## config.mk

```make
export PLATFORM = sky130hd
export DESIGN_NAME = prog_loader
export DESIGN_NICKNAME = d
export VERILOG_FILES = /design/src/rtl/prog_loader_pkg.sv /design/src/rtl/prog_loader_word_assembler.sv /design/src/rtl/prog_loader.sv
export SDC_FILE = /design/constraint.sdc
export NUM_CORES = 1
export LEC_CHECK = 0
export ABC_AREA = 1
export CELL_PAD_IN_SITES_DETAIL_PLACEMENT = 0
export CELL_PAD_IN_SITES_GLOBAL_PLACEMENT = 1
export CORE_MARGIN = 3
export CORE_UTILIZATION = 35
export DETAILED_ROUTE_END_ITERATION = 7
export PLACE_DENSITY_LB_ADDON = 0.1
export SETUP_SLACK_MARGIN = 0.02
export SLEW_MARGIN = 15
export SYNTH_ARGS = -nofsm -noshare
export SYNTH_HDL_FRONTEND = slang
export SYNTH_SLANG_ARGS = --single-unit
```

## constraint.sdc

```tcl
create_clock -name clk -period 2.11 [get_ports clk]
set_input_delay 0.3165 -clock clk [delete_from_list [all_inputs] [get_ports clk]]
set_output_delay 0.3165 -clock clk [all_outputs]
set_load 0.1 [all_outputs]
```

## src/rtl/prog_loader_pkg.sv

```systemverilog
// Shared definitions for the boot loader:
// frame target codes, FSM states and target decode.
package prog_loader_pkg;

  localparam logic [7:0] LDR_TGT_IMEM = 8'h00;
  localparam logic [7:0] LDR_TGT_DMEM = 8'h01;
  localparam logic [7:0] LDR_TGT_RUN  = 8'h02;

  localparam int LDR_DATA_WIDTH = 32;

  typedef enum logic [2:0] {
    ST_IDLE,
    ST_CNT_LO,
    ST_CNT_HI,
    ST_LOAD,
    ST_DRAIN,
    ST_RUN
  } ldr_state_e;

  typedef enum logic [1:0] {
    TGT_IMEM,
    TGT_DMEM,
    TGT_RUN,
    TGT_BAD
  } ldr_tgt_e;

  function automatic ldr_tgt_e ldr_decode(
    input logic [7:0] b
  );
    ldr_tgt_e t;
    t = TGT_BAD;
    unique case (1'b1)
      (b == LDR_TGT_IMEM): t = TGT_IMEM;
      (b == LDR_TGT_DMEM): t = TGT_DMEM;
      (b == LDR_TGT_RUN):  t = TGT_RUN;
      default:             t = TGT_BAD;
    endcase
    return t;
  endfunction

endpackage

```

## src/rtl/prog_loader_word_assembler.sv

```systemverilog
// Packs a byte stream into little-endian words;
// word_valid_o fires with the byte that fills the last lane.
module word_assembler #(
  parameter int DATA_WIDTH = 32
) (
  input  logic                  clk,
  input  logic                  rst,
  input  logic [7:0]            byte_i,
  input  logic                  strobe_i,
  input  logic                  clear_i,
  output logic [DATA_WIDTH-1:0] word_o,
  output logic                  word_valid_o
);

  localparam int LANES = DATA_WIDTH / 8;
  localparam int LW    = (LANES > 1) ? $clog2(LANES) : 1;

  logic [LW-1:0]         lane_q;
  logic [DATA_WIDTH-1:0] sr_q;
  logic                  last;

  assign last = (lane_q == LW'(LANES - 1));
  assign word_valid_o = strobe_i & last;

  // Completed word is visible in the same cycle as its final byte
  always_comb begin
    word_o = sr_q;
    word_o[lane_q*8 +: 8] = byte_i;
  end

  always_ff @(posedge clk) begin
    if (rst || clear_i) begin
      lane_q <= '0;
      sr_q   <= '0;
    end else if (strobe_i) begin
      sr_q[lane_q*8 +: 8] <= byte_i;
      lane_q <= last ? '0 : lane_q + 1'b1;
    end
  end

endmodule

```

## src/rtl/prog_loader.sv

```systemverilog
// Framed byte-stream boot loader: fills IMEM/DMEM
// through their write ports, then releases the core.
module prog_loader
  import prog_loader_pkg::*;
#(
  parameter int DATA_WIDTH = LDR_DATA_WIDTH,
  parameter int ADDR_WIDTH = 10,
  parameter int IMEM_WORDS = 256,
  parameter int DMEM_WORDS = 256,
  parameter int CNT_WIDTH  = 16
) (
  input  logic                  clk,
  input  logic                  rst,
  input  logic [7:0]            in_byte,
  input  logic                  in_valid,
  output logic                  in_ready,
  output logic [ADDR_WIDTH-1:0] i_w_addr,
  output logic [DATA_WIDTH-1:0] i_w_dat,
  output logic                  i_w_enb,
  output logic [ADDR_WIDTH-1:0] d_w_addr,
  output logic [DATA_WIDTH-1:0] d_w_dat,
  output logic                  d_w_enb,
  output logic                  cpu_stall,
  output logic                  init_done,
  output logic                  busy,
  output logic                  err,
  output logic [CNT_WIDTH-1:0]  words_written
);

  localparam int BYTES = DATA_WIDTH / 8;
  localparam int SH    = $clog2(BYTES);

  ldr_state_e state_q, state_d;
  ldr_tgt_e   tgt_q;

  logic [7:0]            cnt_lo_q;
  logic [CNT_WIDTH-1:0]  n_q;
  logic [CNT_WIDTH-1:0]  idx_q;
  logic [CNT_WIDTH-1:0]  n_hdr;
  logic [15:0]           hdr;
  logic [ADDR_WIDTH-1:0] addr;

  logic                  in_ready_q;
  logic                  cpu_stall_q;
  logic                  init_done_q;
  logic                  busy_q;
  logic                  err_q;
  logic [CNT_WIDTH-1:0]  ww_q;
  logic [ADDR_WIDTH-1:0] i_w_addr_q, d_w_addr_q;
  logic [DATA_WIDTH-1:0] i_w_dat_q, d_w_dat_q;
  logic                  i_w_enb_q, d_w_enb_q;

  logic                  hs;
  logic                  in_body;
  logic                  strb;
  logic                  clr;
  logic [DATA_WIDTH-1:0] asm_word;
  logic                  asm_wv;
  logic                  last_word;
  logic                  over;

  assign hs      = in_valid & in_ready_q;
  assign in_body = (state_q == ST_LOAD) ||
                   (state_q == ST_DRAIN);
  assign strb    = hs & in_body;
  assign clr     = ~in_body;

  assign hdr   = {in_byte, cnt_lo_q};
  assign n_hdr = CNT_WIDTH'(hdr);
  assign last_word = (idx_q == n_q - 1'b1);
  assign addr  = ADDR_WIDTH'(idx_q) << SH;

  always_comb begin
    over = 1'b0;
    if (tgt_q == TGT_IMEM)
      over = 32'(n_hdr) > 32'(IMEM_WORDS);
    else if (tgt_q == TGT_DMEM)
      over = 32'(n_hdr) > 32'(DMEM_WORDS);
  end

  word_assembler #(
    .DATA_WIDTH(DATA_WIDTH)
  ) u_asm (
    .clk          (clk),
    .rst          (rst),
    .byte_i       (in_byte),
    .strobe_i     (strb),
    .clear_i      (clr),
    .word_o       (asm_word),
    .word_valid_o (asm_wv)
  );

  always_comb begin
    state_d = state_q;
    unique case (state_q)
      ST_IDLE:   if (hs) state_d = ST_CNT_LO;
      ST_CNT_LO: if (hs) state_d = ST_CNT_HI;
      ST_CNT_HI: begin
        if (hs) begin
          if (tgt_q == TGT_RUN)
            state_d = ST_RUN;
          else if (tgt_q == TGT_BAD)
            state_d = ST_IDLE;
          else if (n_hdr == '0)
            state_d = ST_IDLE;
          else if (over)
            state_d = ST_DRAIN;
          else
            state_d = ST_LOAD;
        end
      end
      ST_LOAD, ST_DRAIN:
        if (asm_wv && last_word) state_d = ST_IDLE;
      ST_RUN:    state_d = ST_RUN;
      default:   state_d = ST_IDLE;
    endcase
  end

  always_ff @(posedge clk) begin
    if (rst) begin
      state_q     <= ST_IDLE;
      tgt_q       <= TGT_BAD;
      cnt_lo_q    <= '0;
      n_q         <= '0;
      idx_q       <= '0;
      in_ready_q  <= 1'b1;
      cpu_stall_q <= 1'b1;
      init_done_q <= 1'b0;
      busy_q      <= 1'b0;
      err_q       <= 1'b0;
      ww_q        <= '0;
      i_w_addr_q  <= '0;
      i_w_dat_q   <= '0;
      i_w_enb_q   <= 1'b0;
      d_w_addr_q  <= '0;
      d_w_dat_q   <= '0;
      d_w_enb_q   <= 1'b0;
    end else begin
      state_q     <= state_d;
      in_ready_q  <= (state_d != ST_RUN);
      cpu_stall_q <= (state_d != ST_RUN);
      init_done_q <= (state_d == ST_RUN);
      busy_q      <= (state_d != ST_IDLE) &&
                     (state_d != ST_RUN);
      i_w_enb_q   <= 1'b0;
      d_w_enb_q   <= 1'b0;

      if (hs && state_q == ST_IDLE)
        tgt_q <= ldr_decode(in_byte);
      if (hs && state_q == ST_CNT_LO)
        cnt_lo_q <= in_byte;
      if (hs && state_q == ST_CNT_HI) begin
        n_q   <= n_hdr;
        idx_q <= '0;
        if (tgt_q == TGT_BAD || over)
          err_q <= 1'b1;
      end

      // Drained words advance the index but never write
      if (asm_wv) begin
        idx_q <= idx_q + 1'b1;
        if (state_q == ST_LOAD) begin
          ww_q <= ww_q + 1'b1;
          if (tgt_q == TGT_IMEM) begin
            i_w_enb_q  <= 1'b1;
            i_w_addr_q <= addr;
            i_w_dat_q  <= asm_word;
          end else begin
            d_w_enb_q  <= 1'b1;
            d_w_addr_q <= addr;
            d_w_dat_q  <= asm_word;
          end
        end
      end
    end
  end

  assign in_ready      = in_ready_q;
  assign cpu_stall     = cpu_stall_q;
  assign init_done     = init_done_q;
  assign busy          = busy_q;
  assign err           = err_q;
  assign words_written = ww_q;
  assign i_w_addr      = i_w_addr_q;
  assign i_w_dat       = i_w_dat_q;
  assign i_w_enb       = i_w_enb_q;
  assign d_w_addr      = d_w_addr_q;
  assign d_w_dat       = d_w_dat_q;
  assign d_w_enb       = d_w_enb_q;

endmodule

```

* Word-level counts from Yosys, hierarchy flattened
Cells that the tools add are included.
** Word-level totals
- Bits in registers :: 181
- Word-level logic and storage cells :: 85
- Output and inout bits :: 107
** Cells by class
- Add/sub/neg operators :: 5
- Bitwise gates (word level) :: 7
- Equality and inequality tests :: 14
- Shift-type cells :: 2
- Reduce and logical (&&, ||, !) cells :: 20
- Muxes and demuxes :: 18
- Magnitude comparators :: 1
** Operator list (count)
- 5-bit negator with 34-bit output :: 1
- 8-bit by 34-bit variable shift with 32-bit output, first input constant :: 1
- 8-bit by 34-bit indexed part select with 32-bit output :: 1
- 16-bit by 1-bit adder with 16-bit output, second input constant :: 2
- 32-bit bitwise mux :: 1
- 16-bit two-way mux :: 2
- 3-bit two-way mux :: 8
- 16-bit equality test :: 1
- 16-bit by 9-bit greater-than comparator with 1-bit output, second input constant :: 1
- 16-bit logical NOT :: 1
- 16-bit by 1-bit subtractor with 16-bit output, second input constant :: 1
- 3-bit case mux with 5 select lines :: 1
- 3-bit equality test, second input constant :: 3
- 8-bit by 1-bit equality test with 1-bit output, second input constant :: 1
- 8-bit by 2-bit equality test with 1-bit output, second input constant :: 1
- 8-bit logical NOT :: 1
- 2-bit equality test, second input constant :: 3
- 3-bit by 2-bit equality test with 1-bit output, second input constant :: 2
- 2-bit case mux with 3 select lines :: 1
- 3-bit AND reduction :: 2
- 1-bit logical AND :: 5
- 1-bit two-way mux :: 4
- 1-bit NOT :: 4
- 2-bit AND reduction :: 2
- 13 further kinds :: 17

* Longest topological paths before layout
Gate-level depths: netlist of run 1.
- Word-level depth :: 11
- Depth in mapped cells :: 18
- Gate-level depth less buffers :: 18

* Modules after synthesis
A second synthesis of run 1 with hierarchy kept.
** Unflattened totals
- Cell total of the unflattened synthesis :: 1197
- Area total of the unflattened synthesis :: 8340.5 µm²
** Modules (own cells, without submodules)
- prog_loader :: cells an instance 865, sequential area each 2942.8 µm², area each 6262.3 µm², times used 1
- word_assembler :: cells an instance 332, sequential area each 680.7 µm², area each 2078.2 µm², times used 1

* Worst setup path before layout of run 1
OpenSTA, ideal clock, no wires.
- Path kind :: register -> register
- From :: reg, netlist name cpu_stall
- To :: reg ww_q[15] (netlist: words_written[15])
- Path buffers :: 0
- Data arrival time :: 2372 ps
- Data required time :: 1994 ps
- Cell stages (with the launch flop) :: 13
- Slack :: -378 ps
- Setup time :: 116 ps
- Cells stage by stage :: dfxtp_1 -> nand2_1 -> inv_2 -> nand2_4 -> nor2_8 -> nand2_8 -> inv_4 -> nand2_2 -> nor2_4 -> nand2_2 -> nor3_2 -> a21oi_1 -> o21a_1
** RTL lines
- end signal, assigned :: RTL line prog_loader.sv:163 : ww_q <= ww_q + 1'b1;
- end, declared :: RTL line prog_loader.sv:48 : logic [CNT_WIDTH-1:0] ww_q;

* Worst setup path after layout of run 1
- From :: reg n_q[0]
- To :: reg busy_q (netlist: busy)
** Between the ends
- Word-level cells in the longest chain between the ends :: 7
- Elaborated cells on any way between the ends :: 8
- Classes of those cells :: add/sub (1); eq/ne (2); mux (2); reduce/logical (3)
** Ends and longest elaborated chain
- start, declared :: RTL line prog_loader.sv:37 : logic [CNT_WIDTH-1:0] n_q;
- start signal, assigned :: RTL line prog_loader.sv:153 : n_q <= n_hdr;
- 16-bit by 1-bit subtractor with 16-bit output (*) :: RTL line prog_loader.sv:70 : assign last_word = (idx_q == n_q - 1'b1);
- 16-bit equality test (*) :: RTL line prog_loader.sv:70
- 1-bit logical AND (*) :: RTL line prog_loader.sv:113 : if (asm_wv && last_word) state_d = ST_IDLE;
- 3-bit two-way mux (*) :: RTL line prog_loader.sv:113
- 3-bit case mux with 5 select lines (*) :: RTL line prog_loader.sv:95 : unique case (state_q)
- 3-bit inequality test / 3-bit nonzero test (equally long branches) :: RTL line prog_loader.sv:144, prog_loader.sv:143
- 1-bit logical AND (*) :: RTL line prog_loader.sv:143 : busy_q <= (state_d != ST_IDLE) &&
- end signal, assigned :: RTL line prog_loader.sv:143
- end, declared :: RTL line prog_loader.sv:46 : logic busy_q;
Every way passes the cells marked *; elsewhere a longest branch is shown, timed or not.
A chain may end at the register's enable or synchronous reset.

==> impl_metrics.sql, run 1 <==
INSERT INTO impl_metrics (metric_group, metric, value, unit) VALUES
('outcome', 'outcome', 'complete, no violations', ''),
('global_routing', 'met3_usage', '3.57', '%'),
('clock_network', 'ctsHtreeMaxLevel', '4', ''),
('sta', 'timing_worst_slew_pin_value', '505', 'ps'),
('place', 'detailedPlace.worstSlack', '-79.2', 'ps'),
('routing', 'detail_route.drc_violations', '0', ''),
('global_routing', 'global_route.peak_usage_layer', 'met2', ''),
('logic_synthesis', 'ys.flop_type', 'sky130_fd_sc_hd__dfxtp_1', ''),
('routing', 'via_per_inst', '4.78', ''),
('cells_and_area', 'num-nets-final', '1238', ''),
('logic_synthesis', 'async_reset_ff_share', '0', '%'),
('setup_path', 'rr_startpoint', 'n_q[0]', ''),
('clock_network', 'numCtsBuffers', '17', ''),
('global_routing', 'first_global_vias', '6789', ''),
('logic_synthesis', 'synthesis.instances', '1082', ''),
('setup_path', 'crit_start', 'n_q[0]', ''),
('logic_synthesis', 'yosys.cell_count.top_type', 'sky130_fd_sc_hd__dfxtp_1', ''),
('logic_synthesis', 'synth_edf_count', '0', ''),
('clock_network', 'cts_max_path_buffers', '2', ''),
('sta', 'layout_worst_path_cycle_share', '91.1', '%'),
('pwr', 'ir_worst_vdd', '0.400', 'mV'),
('pwr', 'powerDensity', '725', 'nW/um2'),
('setup_path', 'required', '2420', 'ps'),
('sta', 'timing.final.crit_period', '1920', 'ps'),
('logic_synthesis', 'library_cell_with_the_largest_summed_area_after_synthesis', 'sky130_fd_sc_hd__dfxtp_1', ''),
('setup_path', 'worst-r2r-cell-count', '15', ''),
('logic_synthesis', 'synth_seq_cells', '181', ''),
('sta', 'finalWorstSetupSlack', '188', 'ps'),
('routing', 'ant_nets', '0', ''),
('global_routing', 'fraction_of_met2_tracks_used_by_global_routing', '31.2', '%'),
('cells_and_area', 'drive_gt1_share', '19.7', '%'),
('global_routing', 'initial_antenna_violation_count', '0', ''),
('sta', 'grt_setup_unrepaired', 'no', ''),
('floorplan', 'area_of_the_die', '24500', 'um2'),
('floorplan', 'die_h', '157', 'um'),
('clock_network', 'cts_hold_repair.buffers', '0', ''),
('floorplan', 'core.rowCount', '54', ''),
('routing', 'drtPass1Iterations', '5', ''),
('sta', 'timing.final.hold_violations', '0', ''),
('routing', 'first_iter_violations', '333', ''),
('logic_synthesis', 'synth_common_cells', 'sky130_fd_sc_hd__dfxtp_1, sky130_fd_sc_hd__nand2_1, sky130_fd_sc_hd__o21ai_0', ''),
('worst_hold_path', 'startpoint_of_the_tightest_hold_check_path', 'err', ''),
('setup_path', 'critical_path.startpoint_type', 'register', ''),
('logic_synthesis', 'synth_sequential_area_ratio', '45.6', '%'),
('cells_and_area', 'layout.filler_cells', '2253', ''),
('global_routing', 'grt_remaining_overflow', '0', ''),
('worst_hold_path', 'min_delay_worst_endpoint', 'err', ''),
('sta', 'max_clock_freq', '0.520', 'GHz'),
('global_routing', 'grt_max_degree', '64', ''),
('logic_synthesis', 'top_area_cells_in_the_synthesized_netlist', 'sky130_fd_sc_hd__dfxtp_1, sky130_fd_sc_hd__o21ai_0, sky130_fd_sc_hd__a21oi_1', ''),
('worst_hold_path', 'whs_path_depth', '2', ''),
('clock_network', 'insertion_delay', '430', 'ps'),
('setup_path', 'r2r_setup_slack', '190', 'ps'),
('logic_synthesis', 'postSynthAreaPerCell', '7.34', 'um2'),
('sta', 'relSlewSlack', '66.3', '%'),
('logic_synthesis', 'synth_cell_type_count', '40', ''),
('worst_hold_path', 'holdCritPathClass', 'register to register', ''),
('logic_synthesis', 'yosysWarnings', '0', ''),
('global_routing', 'grt_first_pass_wirelength', '36400', 'um'),
('global_routing', 'grt_usage', '18.6', '%'),
('floorplan', 'fp.dieW', '157', 'um'),
('routing', 'dr_total_vias', '7230', ''),
('floorplan', 'io_pins', '118', ''),
('floorplan', 'fp.coreArea', '22000', 'um2'),
('floorplan', 'initial_utilization', '36.0', '%'),
('global_routing', 'use_met1', '25.0', '%'),
('sta', 'whs', '453', 'ps'),
('pwr', 'p_leak', '4.39', 'nW'),
('cells_and_area', 'finalNonFillerCells', '1511', ''),
('place', 'buffer_ports.inserted', '113', ''),
('clock_network', 'clock_slew_at_reported_path_ffs', '80', 'ps');
state kept, by name, summed over array words and instances, names as in the netlist:
| name | flops |
|---|---|
| d_w_dat | 32 |
| i_w_dat | 32 |
| u_asm.sr_q | 32 |
| idx_q | 16 |
| n_q | 16 |
| words_written | 16 |
| cnt_lo_q | 8 |
| d_w_addr | 8 |
| i_w_addr | 8 |
| state_q | 3 |
| tgt_q | 2 |
| u_asm.lane_q | 2 |
| busy | 1 |
| cpu_stall | 1 |
| d_w_enb | 1 |
| err | 1 |
| i_w_enb | 1 |
| init_done | 1 |
cells by family after synthesis:
family	after synthesis	share of synthesized area (%)
AOI/OAI and AO/OA	343	22.8
xor gates and xnor gates	12	1.32
adders and majority gates	9	1.42
buffers and inverters	166	8.40
DFF	181	45.6
other	1	0.0472
and+or+nand+nor	370	20.3
per-layer routing:
metal	part of all wire, %	vias to the layer above	wire, um
met2	48	111	11000
met3	3.2	13	735
met5	0	-	0
met4	0.86	0	195
li1	-	3863	-
met1	47	3243	10800
critical path, cell delays in order (launching register included):
cell and delay [ps]:
sky130_fd_sc_hd__dfxtp_1 340, sky130_fd_sc_hd__inv_2 80, sky130_fd_sc_hd__buf_4 130, sky130_fd_sc_hd__nand2_2 110, sky130_fd_sc_hd__nor2_1 250, sky130_fd_sc_hd__nand2_1 90
sky130_fd_sc_hd__nand2_1 80, sky130_fd_sc_hd__nand2_1 60, sky130_fd_sc_hd__nor2_1 80, sky130_fd_sc_hd__nand2_1 60, sky130_fd_sc_hd__nor2_1 130, sky130_fd_sc_hd__nand2_1 90
sky130_fd_sc_hd__nand2_1 90, sky130_fd_sc_hd__a21oi_1 90, sky130_fd_sc_hd__nand2_1 80, sky130_fd_sc_hd__nand3_1 60
what timing repair did:
| action | in CTS | in global routing |
|---|---|---|
| endpoints found under the setup margin | 0 | 8 |
| setup buffers | 0 | 3 |
| endpoints found under the hold margin | 0 | 0 |
| resized for setup | 0 | 14 |
per-stage QoR:
step | setup TNS (ps) | power, W | util (%) | cell area (um2)
3_5_place_dp | -1040 | 0.00419 | 42.8 | 9430
6_report | 0 | 0.00732 | 45.9 | 10100
4_1_cts | 0 | 0.00743 | 45.5 | 10000
2_1_floorplan | 0 | 0.00399 | - | 7970
3_3_place_gp | -17.0 | 0.00419 | 42.8 | 9430
5_1_grt | 0 | 0.00767 | 45.9 | 10100
power by group:
group          total [W]  internal [W]  switching, W
clock            0.00322       0.00162       0.00160
sequential       0.00348       0.00345     0.0000330
combinational   0.000624      0.000215      0.000409
layout by cell type, fill, tap and decap left out, drive strengths merged:
cell / Yosys / layout
nor4: 1 / 1
o211ai: 1 / 1
nand3: 26 / 26
o21bai: 1 / 1
inv: 107 / 116
nand3b: 4 / 4
buf: 21 / 159
clkdlybuf4s50: 0 / 10
dfxtp: 181 / 181
nand4: 8 / 8
xnor2: 4 / 4
xor2: 8 / 8
conb: 1 / 4
nor2: 143 / 143
a211oi: 11 / 11
a221oi: 4 / 4
clkbuf: 34 / 18
nor3: 20 / 20
a22oi: 9 / 9
o21ai: 155 / 155
a21oi: 144 / 144
o21a: 1 / 1
o22ai: 16 / 16
clkinv: 4 / 9
nand2: 167 / 167
and2: 1 / 1
ha: 9 / 9
o221ai: 1 / 1
worst max path at each step:
stage,endpoint,slack [ps],cells after the start
2_1_floorplan,u_asm.sr_q[23],140,9
6_report,busy,190,15
3_3_place_gp,words_written[15],-6,13
5_1_grt,init_done,5,14
3_5_place_dp,i_w_dat[14],-80,12
4_1_cts,init_done,70,15
layout make-up:
cell class / count / area [um2] / share of cell area, %
multi-input cells: 738 / 3700 / 36.6
flip-flops and latches: 181 / 3640 / 36.1
repair buffers: 169 / 1380 / 13.7
clock buffers: 18 / 429 / 4.25
inverters: 111 / 419 / 4.15
well taps: 280 / 350 / 3.47
clock inverters: 14 / 175 / 1.73
(Power assumes the default switching activity.)
==> inputs of run 2 (changes only) <==
--- a/config.mk
+++ b/config.mk
@@ -6,12 +6,11 @@
 export NUM_CORES = 1
 export LEC_CHECK = 0
 export ABC_AREA = 1
-export CELL_PAD_IN_SITES_DETAIL_PLACEMENT = 0
-export CELL_PAD_IN_SITES_GLOBAL_PLACEMENT = 1
+export CORE_ASPECT_RATIO = 1.75
 export CORE_MARGIN = 3
-export CORE_UTILIZATION = 35
+export CORE_UTILIZATION = 49
 export DETAILED_ROUTE_END_ITERATION = 7
-export PLACE_DENSITY_LB_ADDON = 0.1
+export PLACE_DENSITY = 0.76
 export SETUP_SLACK_MARGIN = 0.02
 export SLEW_MARGIN = 15
 export SYNTH_ARGS = -nofsm -noshare
==> run 2 against run 1 <==
Net effect:
- die area fell by 27%
- clock power is 4% lower
- first-iteration DRC count fell by 3.6%
- sequential share of layout area grew 0.80 points
- worst hold slack lost 3.8 ps
- critical path type unchanged
- highest routed layer unchanged
==> impl_metrics.sql, run 2 (synthesis results as in run 1) <==
INSERT INTO impl_metrics (metric_group, metric, value, unit) VALUES
('place', 'buffer_ports.inserted', '113', ''),
('routing', 'routed_length_per_instance', '15.1', 'um'),
('clock_network', 'ctsHtreeMaxLevel', '4', ''),
('floorplan', 'io_pins', '118', ''),
('global_routing', 'first_global_vias', '7117', ''),
('job', 'maxCapViolCount', '0', ''),
('global_routing', 'initial_antenna_violation_count', '0', ''),
('pwr', 'p_leak', '4.33', 'nW'),
('clock_network', 'cts.sink_count', '181', ''),
('routing', 'via_per_inst', '5.39', ''),
('place', 'placed_area', '9250', 'um2'),
('sta', 'whs', '449', 'ps'),
('clock_network', 'clock_slew_at_reported_path_ffs', '70', 'ps'),
('floorplan', 'fp.dieW', '102', 'um'),
('pwr', 'finalPower', '0.00721', 'W'),
('global_routing', 'grt_max_degree', '72', ''),
('pwr', 'net-switching-power', '0.00192', 'W'),
('place', 'place_hpwl', '15700', 'um'),
('pwr', 'power_report.internal_total', '0.00529', 'W'),
('pwr', 'seq_power_share', '48.3', '%'),
('sta', 'final.setup_skew', '12.3', 'ps'),
('pwr', 'comb_power_share', '8.7', '%'),
('pwr', 'sw_frac_of_total', '26.6', '%'),
('global_routing', 'grt_usage', '24.4', '%'),
('floorplan', 'die_h', '174', 'um'),
('routing', 'first_iter_violations', '321', ''),
('clock_network', 'cts_max_path_buffers', '2', ''),
('cells_and_area', 'register_area', '3640', 'um2'),
('floorplan', 'core.rowCount', '61', ''),
('cells_and_area', 'most-common-layout-cells', 'sky130_fd_sc_hd__dfxtp_1, sky130_fd_sc_hd__nand2_1, sky130_fd_sc_hd__o21ai_0, sky130_fd_sc_hd__buf_4, sky130_fd_sc_hd__a21oi_1', ''),
('clock_network', 'ctsRootBufferMaster', 'sky130_fd_sc_hd__clkbuf_16', ''),
('setup_path', 'timing.critical_path.to_type', 'register', ''),
('floorplan', 'fp.coreArea', '15900', 'um2'),
('routing', 'ant_nets', '0', ''),
('sta', 'timing.final.crit_period', '1960', 'ps'),
('cells_and_area', 'antenna-diode-count', '0', ''),
('sta', 'timing_max_transition_violations_final', '0', ''),
('cells_and_area', 'layout.filler_cells', '1429', ''),
('sta', 'max_clock_freq', '0.511', 'GHz'),
('routing', 'drtPass1Iterations', '5', ''),
('worst_hold_path', 'holdCritPathClass', 'register to register', ''),
('place', 'detailedPlace.worstSlack', '-85.3', 'ps'),
('routing', 'postRouteWirelength', '21300', 'um'),
('clock_network', 'numCtsBuffers', '17', ''),
('cells_and_area', 'area_growth', '24.4', '%'),
('cells_and_area', 'num-nets-final', '1232', ''),
('cells_and_area', 'commonest_non_fill_non_tap_cell_in_the_layout', 'sky130_fd_sc_hd__dfxtp_1', ''),
('sta', 'layout_worst_path_cycle_share', '92.7', '%'),
('clock_network', 'insertion_delay', '420', 'ps'),
('place', 'gp_congestion', '0.879', ''),
('cells_and_area', 'drive_gt1_share', '19.5', '%'),
('clock_network', 'cts_tree', 'yes', ''),
('sta', 'timing.final.hold_violations', '0', ''),
('pwr', 'ir_worst_vdd', '0.478', 'mV'),
('pwr', 'clk_network_pwr_share', '43.1', '%'),
('floorplan', 'area_of_the_die', '17800', 'um2'),
('sta', 'fin_setup_tns', '0', 'ps'),
('cells_and_area', 'multi_input_comb_area', '3690', 'um2'),
('cells_and_area', 'postLayoutCellArea', '9880', 'um2'),
('sta', 'final-setup-viol-count', '0', ''),
('routing', 'detail_route.drc_violations', '0', ''),
('setup_path', 'path_class', 'register to register', ''),
('floorplan', 'initial_utilization', '50.0', '%'),
('outcome', 'outcome', 'complete, no violations', ''),
('sta', 'grt_setup_unrepaired', 'yes', ''),
('sta', 'finalWorstSetupSlack', '154', 'ps'),
('global_routing', 'grt_first_pass_wirelength', '34600', 'um'),
('setup_path', 'required', '2430', 'ps'),
('pwr', 'powerDensity', '729', 'nW/um2'),
('setup_path', 'cp_max_fo', '5', ''),
('setup_path', 'worstPathArrival', '2280', 'ps'),
('routing', 'dr_total_vias', '7622', ''),
('global_routing', 'grt_remaining_overflow', '0', ''),
('setup_path', 'critical_path.startpoint_type', 'register', '');
-- run 2: cell type report --
class	count	share of cell area, %
Clock buffer	19	4.58
Clock inverter	13	1.37
Inverter	111	4.24
Multi-Input combinational cell	738	37.4
Sequential cell	181	36.9
Tap cell	189	2.39
Timing Repair Buffer	163	13.1
-- run 2: what timing repair did --
item	4_1_cts	5_1_grt
hold buffers	0	0
setup buffers	0	1
endpoints found under the setup margin	2	9
resized for setup	1	14
pin swaps	0	2
endpoints found under the hold margin	0	0
-- run 2: path summary, 6_finish.rpt --
check,from,end,slack (ps),depth (start not counted)
setup / recovery,n_q[0],init_done,150,15
hold / removal,err,err,450,2
hold reg to reg,err,err,450,2
setup reg to reg,n_q[0],init_done,150,15
-- run 2: through the flow --
stage	util, %	std cells
2_1_floorplan	-	1085
3_3_place_gp	58.2	1381
3_5_place_dp	58.2	1381
4_1_cts	62.0	1413
5_1_grt	62.2	1414
6_report	62.2	1414
-- run 2: power by group through the flow --
stage | Combinational [W] | Clock (W) | Sequential, W
detailed placement | 0.000604 | 0 | 0.00356
floorplan | 0.000412 | 0 | 0.00358
global placement | 0.000595 | 0 | 0.00356
CTS | 0.000610 | 0.00314 | 0.00348
global route | 0.000698 | 0.00329 | 0.00348
finish | 0.000626 | 0.00310 | 0.00348
-- run 2: per-layer routing --
metal / global-route usage [%] / share of wire [%] / vias to the layer above
li1: - / - / 3857
met1: 27.3 / 38 / 3546
met2: 44.3 / 55 / 169
met3: 3.61 / 3.2 / 50
met4: 11.1 / 3.9 / 0
met5: 0 / 0 / -
-- run 2: critical path: stages, from the launching register on --
cell                       delay [ps]
sky130_fd_sc_hd__dfxtp_2          330
sky130_fd_sc_hd__inv_2             70
sky130_fd_sc_hd__ha_4             160
sky130_fd_sc_hd__nand2_2          110
sky130_fd_sc_hd__nor2_4           170
sky130_fd_sc_hd__nand2_1          110
sky130_fd_sc_hd__nand3_2          100
sky130_fd_sc_hd__nand2_1           70
sky130_fd_sc_hd__nor2_2           160
sky130_fd_sc_hd__nand3_1          100
sky130_fd_sc_hd__o21bai_1         140
sky130_fd_sc_hd__nand2_1           90
sky130_fd_sc_hd__inv_1             90
sky130_fd_sc_hd__nor2_2            50
sky130_fd_sc_hd__nand2_2           80
sky130_fd_sc_hd__inv_2             30
